[config.mk]
export PLATFORM = sky130hd
export DESIGN_NAME = rd_rsp_encode
export DESIGN_NICKNAME = d
export VERILOG_FILES = /design/src/rtl/rd_rsp_encode_pkg.sv /design/src/rtl/rd_rsp_encode.sv
export SDC_FILE = /design/constraint.sdc
export NUM_CORES = 1
export LEC_CHECK = 0
export ABC_CLOCK_PERIOD_IN_PS = 4400
export CORE_UTILIZATION = 38
export CTS_CLUSTER_SIZE = 10
export DETAILED_ROUTE_END_ITERATION = 7
export PLACE_DENSITY = 0.68
export SETUP_SLACK_MARGIN = 0.15
export SYNTH_ARGS = -nofsm -noshare
export SYNTH_HDL_FRONTEND = slang
export SYNTH_SLANG_ARGS = --single-unit
[constraint.sdc]
create_clock -name sys_clk -period 4.4 [get_ports sys_clk]
set_clock_uncertainty 0.2 [all_clocks]
set_input_delay 0.44 -clock sys_clk [delete_from_list [all_inputs] [get_ports sys_clk]]
set_output_delay 0.44 -clock sys_clk [all_outputs]
set_load 0.005 [all_outputs]
[src/rtl/rd_rsp_encode_pkg.sv]
// Shared definitions for the SDRAM read-response encoder: command bytes and FSM state encoding.
package rd_rsp_encode_pkg;

  localparam logic [7:0] RD_CMD8       = 8'h55;
  localparam int         BURST_LEN_DEF = 4;

  typedef enum logic [2:0] {
    IDLE    = 3'd0,
    HDR     = 3'd1,
    POP     = 3'd2,
    LOAD    = 3'd3,
    SEND    = 3'd4,
    WAIT_TX = 3'd5
  } rsp_state_e;

endpackage

[src/rtl/rd_rsp_encode.sv]
// Read-response encoder: pops one SDRAM read burst from rfifo and streams it byte-wise to UART_TX.
// Optional feature macro RSP_HEADER_EN prefixes each response with the RD_CMD8 header byte.
module rd_rsp_encode
  import rd_rsp_encode_pkg::*;
#(
  parameter int D_WIDTH   = 8,
  parameter int BURST_LEN = BURST_LEN_DEF,
  parameter int CNT_WIDTH = 3
) (
  input  logic               sys_clk,
  input  logic               sys_rst,
  input  logic               rd_done,
  input  logic               rfifo_empty,
  output logic               rfifo_rd_en,
  input  logic [D_WIDTH-1:0] rfifo_data,
  output logic               tx_start,
  output logic [D_WIDTH-1:0] tx_data,
  input  logic               tx_busy,
  output logic               rsp_busy
);

  localparam logic [CNT_WIDTH-1:0] LAST_CNT = CNT_WIDTH'(BURST_LEN - 1);

  rsp_state_e           state, state_nxt;
  logic [CNT_WIDTH-1:0] word_cnt;
  logic                 pend;
  logic                 first_wait;
  logic                 start_req;
  logic                 data_phase;

  assign start_req = rd_done | pend;
  assign rsp_busy  = (state != IDLE);

`ifdef RSP_HEADER_EN
  logic hdr_phase;
  assign data_phase = ~hdr_phase;
`else
  assign data_phase = 1'b1;
`endif

  always_comb begin
    state_nxt   = state;
    rfifo_rd_en = 1'b0;
    tx_start    = 1'b0;
    case (state)
      IDLE: begin
        if (start_req) begin
`ifdef RSP_HEADER_EN
          state_nxt = HDR;
`else
          state_nxt = POP;
`endif
        end
      end
      HDR:  state_nxt = SEND;
      POP: begin
        if (!rfifo_empty) begin
          rfifo_rd_en = 1'b1;
          state_nxt   = LOAD;
        end
      end
      LOAD: state_nxt = SEND;
      SEND: begin
        if (!tx_busy) begin
          tx_start  = 1'b1;
          state_nxt = WAIT_TX;
        end
      end
      WAIT_TX: begin
        // tx_busy only rises the cycle after tx_start, so the first cycle is skipped
        if (!first_wait && !tx_busy) begin
          if (data_phase && (word_cnt == LAST_CNT)) state_nxt = IDLE;
          else                                      state_nxt = POP;
        end
      end
      default: state_nxt = IDLE;
    endcase
    if (sys_rst) begin
      rfifo_rd_en = 1'b0;
      tx_start    = 1'b0;
    end
  end

  always_ff @(posedge sys_clk) begin
    if (sys_rst) begin
      state      <= IDLE;
      word_cnt   <= '0;
      pend       <= 1'b0;
      first_wait <= 1'b0;
      tx_data    <= '0;
`ifdef RSP_HEADER_EN
      hdr_phase  <= 1'b0;
`endif
    end else begin
      state      <= state_nxt;
      first_wait <= tx_start;
      // a request arriving in the very cycle a pending one is consumed stays queued
      if (state == IDLE) begin
        if (start_req) begin
          pend     <= rd_done & pend;
          word_cnt <= '0;
        end
      end else if (rd_done) begin
        pend <= 1'b1;
      end
      case (state)
`ifdef RSP_HEADER_EN
        HDR: begin
          tx_data   <= D_WIDTH'(RD_CMD8);
          hdr_phase <= 1'b1;
        end
`endif
        LOAD: tx_data <= rfifo_data;
        WAIT_TX: begin
          if (!first_wait && !tx_busy) begin
            if (data_phase) word_cnt <= word_cnt + 1'b1;
`ifdef RSP_HEADER_EN
            hdr_phase <= 1'b0;
`endif
          end
        end
        default: ;
      endcase
    end
  end

endmodule

==> reports/qor.txt <==
POWER AND IR DROP
-------------------------------------------------------------------------------------------
Internal power consumption ...................................................     0.235 mW
Post-layout power ............................................................     0.311 mW
Seq pwr share ................................................................        50.5%
Switching pwr ................................................................    0.0765 mW
Pwr per Cell Area ............................................................  311 nW/um^2
Switching fraction of total power ............................................        24.6%
Share of total power in the clock network ....................................        31.7%
Comb pwr share ...............................................................        17.7%
Leak .........................................................................     0.419 nW
Peak VDD IR ..................................................................   0.000210 V

FINISH
-------------------------------------------------------------------------------------------
Nets .........................................................................          115
Fraction of final layout cells sized beyond drive strength 1 .................        8.08%
Ant diodes ...................................................................            0
Layout overhead on the synthesized area ......................................        39.1%
Most frequent standard cell in the layout excluding fill and tap cells ....... sky130_fd_sc_hd__clkdlybuf4s50_1
Highest-count cells in the layout ignoring fill and taps ..................... 23 x sky130_fd_sc_hd__clkdlybuf4s50_1, 16 x sky130_fd_sc_hd__dfxtp_1, 11 x sky130_fd_sc_hd__nor2_1

SYNTHESIS
-------------------------------------------------------------------------------------------
Number of cells produced by synthesis ........................................           75
Area share of the largest cell type after synthesis ..........................        44.5%
Syn_nets .....................................................................           90
Dominant cell type by area after synthesis ................................... sky130_fd_sc_hd__dfxtp_1
Post-synthesis cell type count ...............................................           29
Area contributors post-synth ................................................. sky130_fd_sc_hd__dfxtp_1 45%, sky130_fd_sc_hd__mux2i_1 11%, sky130_fd_sc_hd__nor2_1 5.7%
Sequential area share after synthesis ........................................        44.5%
Post-synthesis area per instance .............................................    9.59 um^2
Post-Syn Area ................................................................     719 um^2
Yosys warns ..................................................................            0
Number of flip-flops and latches in the synthesized netlist ..................           16

STA
-------------------------------------------------------------------------------------------
Max Transition Viols Final ...................................................            0
RSZ-0062 raised after global routing .........................................           no
Setup_tns ....................................................................         0 ns
Minimum clock period .........................................................      2.44 ns
Hold Violations, Final .......................................................            0
Maximum clock rate ...........................................................      409 MHz
Final cycle utilization of the critical path .................................        55.5%
Slew at the pin with the worst max-slew slack ................................     0.521 ns
Slew Limit Headroom ..........................................................        65.2%
Final setup violation count ..................................................            0

WORST SETUP PATH
-------------------------------------------------------------------------------------------
Critical path arrival ........................................................      1.80 ns
Reg2reg setup slack ..........................................................      2.73 ns
Required time worst endpoint .................................................      3.76 ns
Critical path peak fanout ....................................................           20
Startpoint kind of the worst setup timing path ...............................    input pin
Worst setup path category ....................................................    in -> out
CP endpoint kind .............................................................  output port

RUN
-------------------------------------------------------------------------------------------
Number of max-capacitance violations reported ................................            0

CTS
-------------------------------------------------------------------------------------------
Buffer levels on the longest clock path ......................................            2
Insertion delay to the later sink of the worst-skew pair .....................      0.29 ns
Post CTS Setup Buffer Count ..................................................            0
Hold_buf cts .................................................................            0
Clock tree from TritonCTS ....................................................          yes
Clock tree root buffer cell .................................................. sky130_fd_sc_hd__clkbuf_4
Clk sink count ...............................................................           16
Gates resized, CTS repair ....................................................            0
Total CTS buffers ............................................................            3
H-tree level count ...........................................................            1
Clock Pin Slew Worst Setup and Hold Paths ....................................      0.10 ns

DETAILED ROUTING
-------------------------------------------------------------------------------------------
Routed Wire Length ...........................................................      1440 um
Number of design-rule violations left by the first detailed-router iteration .            4
Via count of the routed design ...............................................          598
Number of iterations in the first detailed-routing pass ......................            4
Antenna Nets Post-Route ......................................................            0
Number of vias per cell ......................................................         4.82
Number of DRC violations after detailed routing ..............................            0
Average wire length per cell after detail routing ............................      11.6 um

DIE
-------------------------------------------------------------------------------------------
Number of I/O pins ...........................................................           24
Die area .....................................................................    2070 um^2
Initial core utilization .....................................................        41.2%
Horiz. Die Dim ...............................................................      45.5 um
# rows .......................................................................           15
Area of the core .............................................................    1750 um^2
Overall die height ...........................................................      45.5 um

HOLD PATH
-------------------------------------------------------------------------------------------
HP Class .....................................................................   reg -> reg

GLOBAL ROUTING
-------------------------------------------------------------------------------------------
GR Overflow Total ............................................................            0
First-pass GRT wire length ...................................................      2370 um
Initial antenna violation count ..............................................            0
Vias in the first global route ...............................................          535
Largest net degree at the start of global routing ............................           21
Total Routing Usage GR .......................................................        16.2%

STATUS
-------------------------------------------------------------------------------------------
Run status ................................................................... finished clean

PLACE
-------------------------------------------------------------------------------------------
RD Place Congestion ..........................................................        0.815
Count of buffers inserted at the top-level ports .............................           23
Dpl hpwl .....................................................................      1040 um

==> registers in the layout, summed over array words and instances, names as in the netlist <==
| name | flops |
|---|---|
| word_cnt | 3 |
| state | 3 |
| tx_data | 8 |
| first_wait | 1 |
| pend | 1 |
==> stage by stage <==
step	hold slack, ns	area (um^2)	setup slack, ns	cells	utilization [%]
floorplan	0.253	719	2.64	75	-
global placement	0.266	965	1.95	120	55.3
detailed placement	0.285	965	1.95	120	55.3
CTS	0.301	1000	1.95	124	57.3
global route	0.322	1000	1.88	124	57.3
finish	0.301	1000	1.96	124	57.3
==> critical path, cell delays in order <==
cell	delay [ns]
sky130_fd_sc_hd__clkdlybuf4s50_1	0.39
sky130_fd_sc_hd__buf_4	0.20
sky130_fd_sc_hd__nor4_1	0.23
sky130_fd_sc_hd__clkdlybuf4s50_1	0.54
==> worst paths after layout <==
check	depth (start not counted)	start	end
worst min-delay path	2	word_cnt[1]	word_cnt[1]
worst max-delay path	4	sys_rst	tx_start
worst min register to register	2	word_cnt[1]	word_cnt[1]
worst max register to register	3	state[0]	word_cnt[2]
==> power by group through the flow <==
stage,clock (mW),sequential (mW),combinational [mW]
2_1_floorplan,0,0.158,0.0333
3_3_place_gp,0,0.160,0.0548
3_5_place_dp,0,0.160,0.0553
4_1_cts,0.101,0.157,0.0556
5_1_grt,0.107,0.159,0.0609
6_report,0.0988,0.157,0.0552
==> routing by layer <==
layer / global-route usage [%] / vias to the layer above / share of wire, %
met5: 0 / - / 0
met4: 5.45 / 0 / 0.97
met3: 5.95 / 3 / 4.4
met2: 25.1 / 15 / 47
met1: 20.5 / 269 / 48
li1: - / 311 / -
==> synth_stat cells (all sizes together) <==
| cell | instances |
|---|---|
| a211oi | 1 |
| a21o | 1 |
| a21oi | 2 |
| a221oi | 1 |
| a22o | 1 |
| a31oi | 1 |
| buf | 2 |
| clkbuf | 2 |
| dfxtp | 16 |
| ha | 2 |
| inv | 3 |
| maj3 | 1 |
| mux2i | 8 |
| nand2 | 3 |
| nand2b | 4 |
| nand3 | 2 |
| nand3b | 2 |
| nor2 | 11 |
| nor2b | 2 |
| nor3b | 1 |
| nor4 | 2 |
| o221ai | 1 |
| o22ai | 2 |
| o32ai | 1 |
| or2 | 1 |
| or3 | 1 |
| or3b | 1 |
==> logic make-up after synthesis <==
logic type	synth area share [%]
AND/OR/NAND/NOR	23.5
flip-flops	44.5
AO/OA/AOI/OAI	11.0
multiplexers	11.1
buffers and inverters	4.87
adder cells (fa/ha/maj)	5.04
==> layout make-up <==
cell class                 count  area [um^2]
inverter                       3         11.3
clock buffer                   4         36.3
sequential                    16          320
timing repair buffer          24          238
fill                         159          744
multi-input combinational     52          364
tap                           25         31.3
No activity file was read; power rests on OpenSTA's default activity.
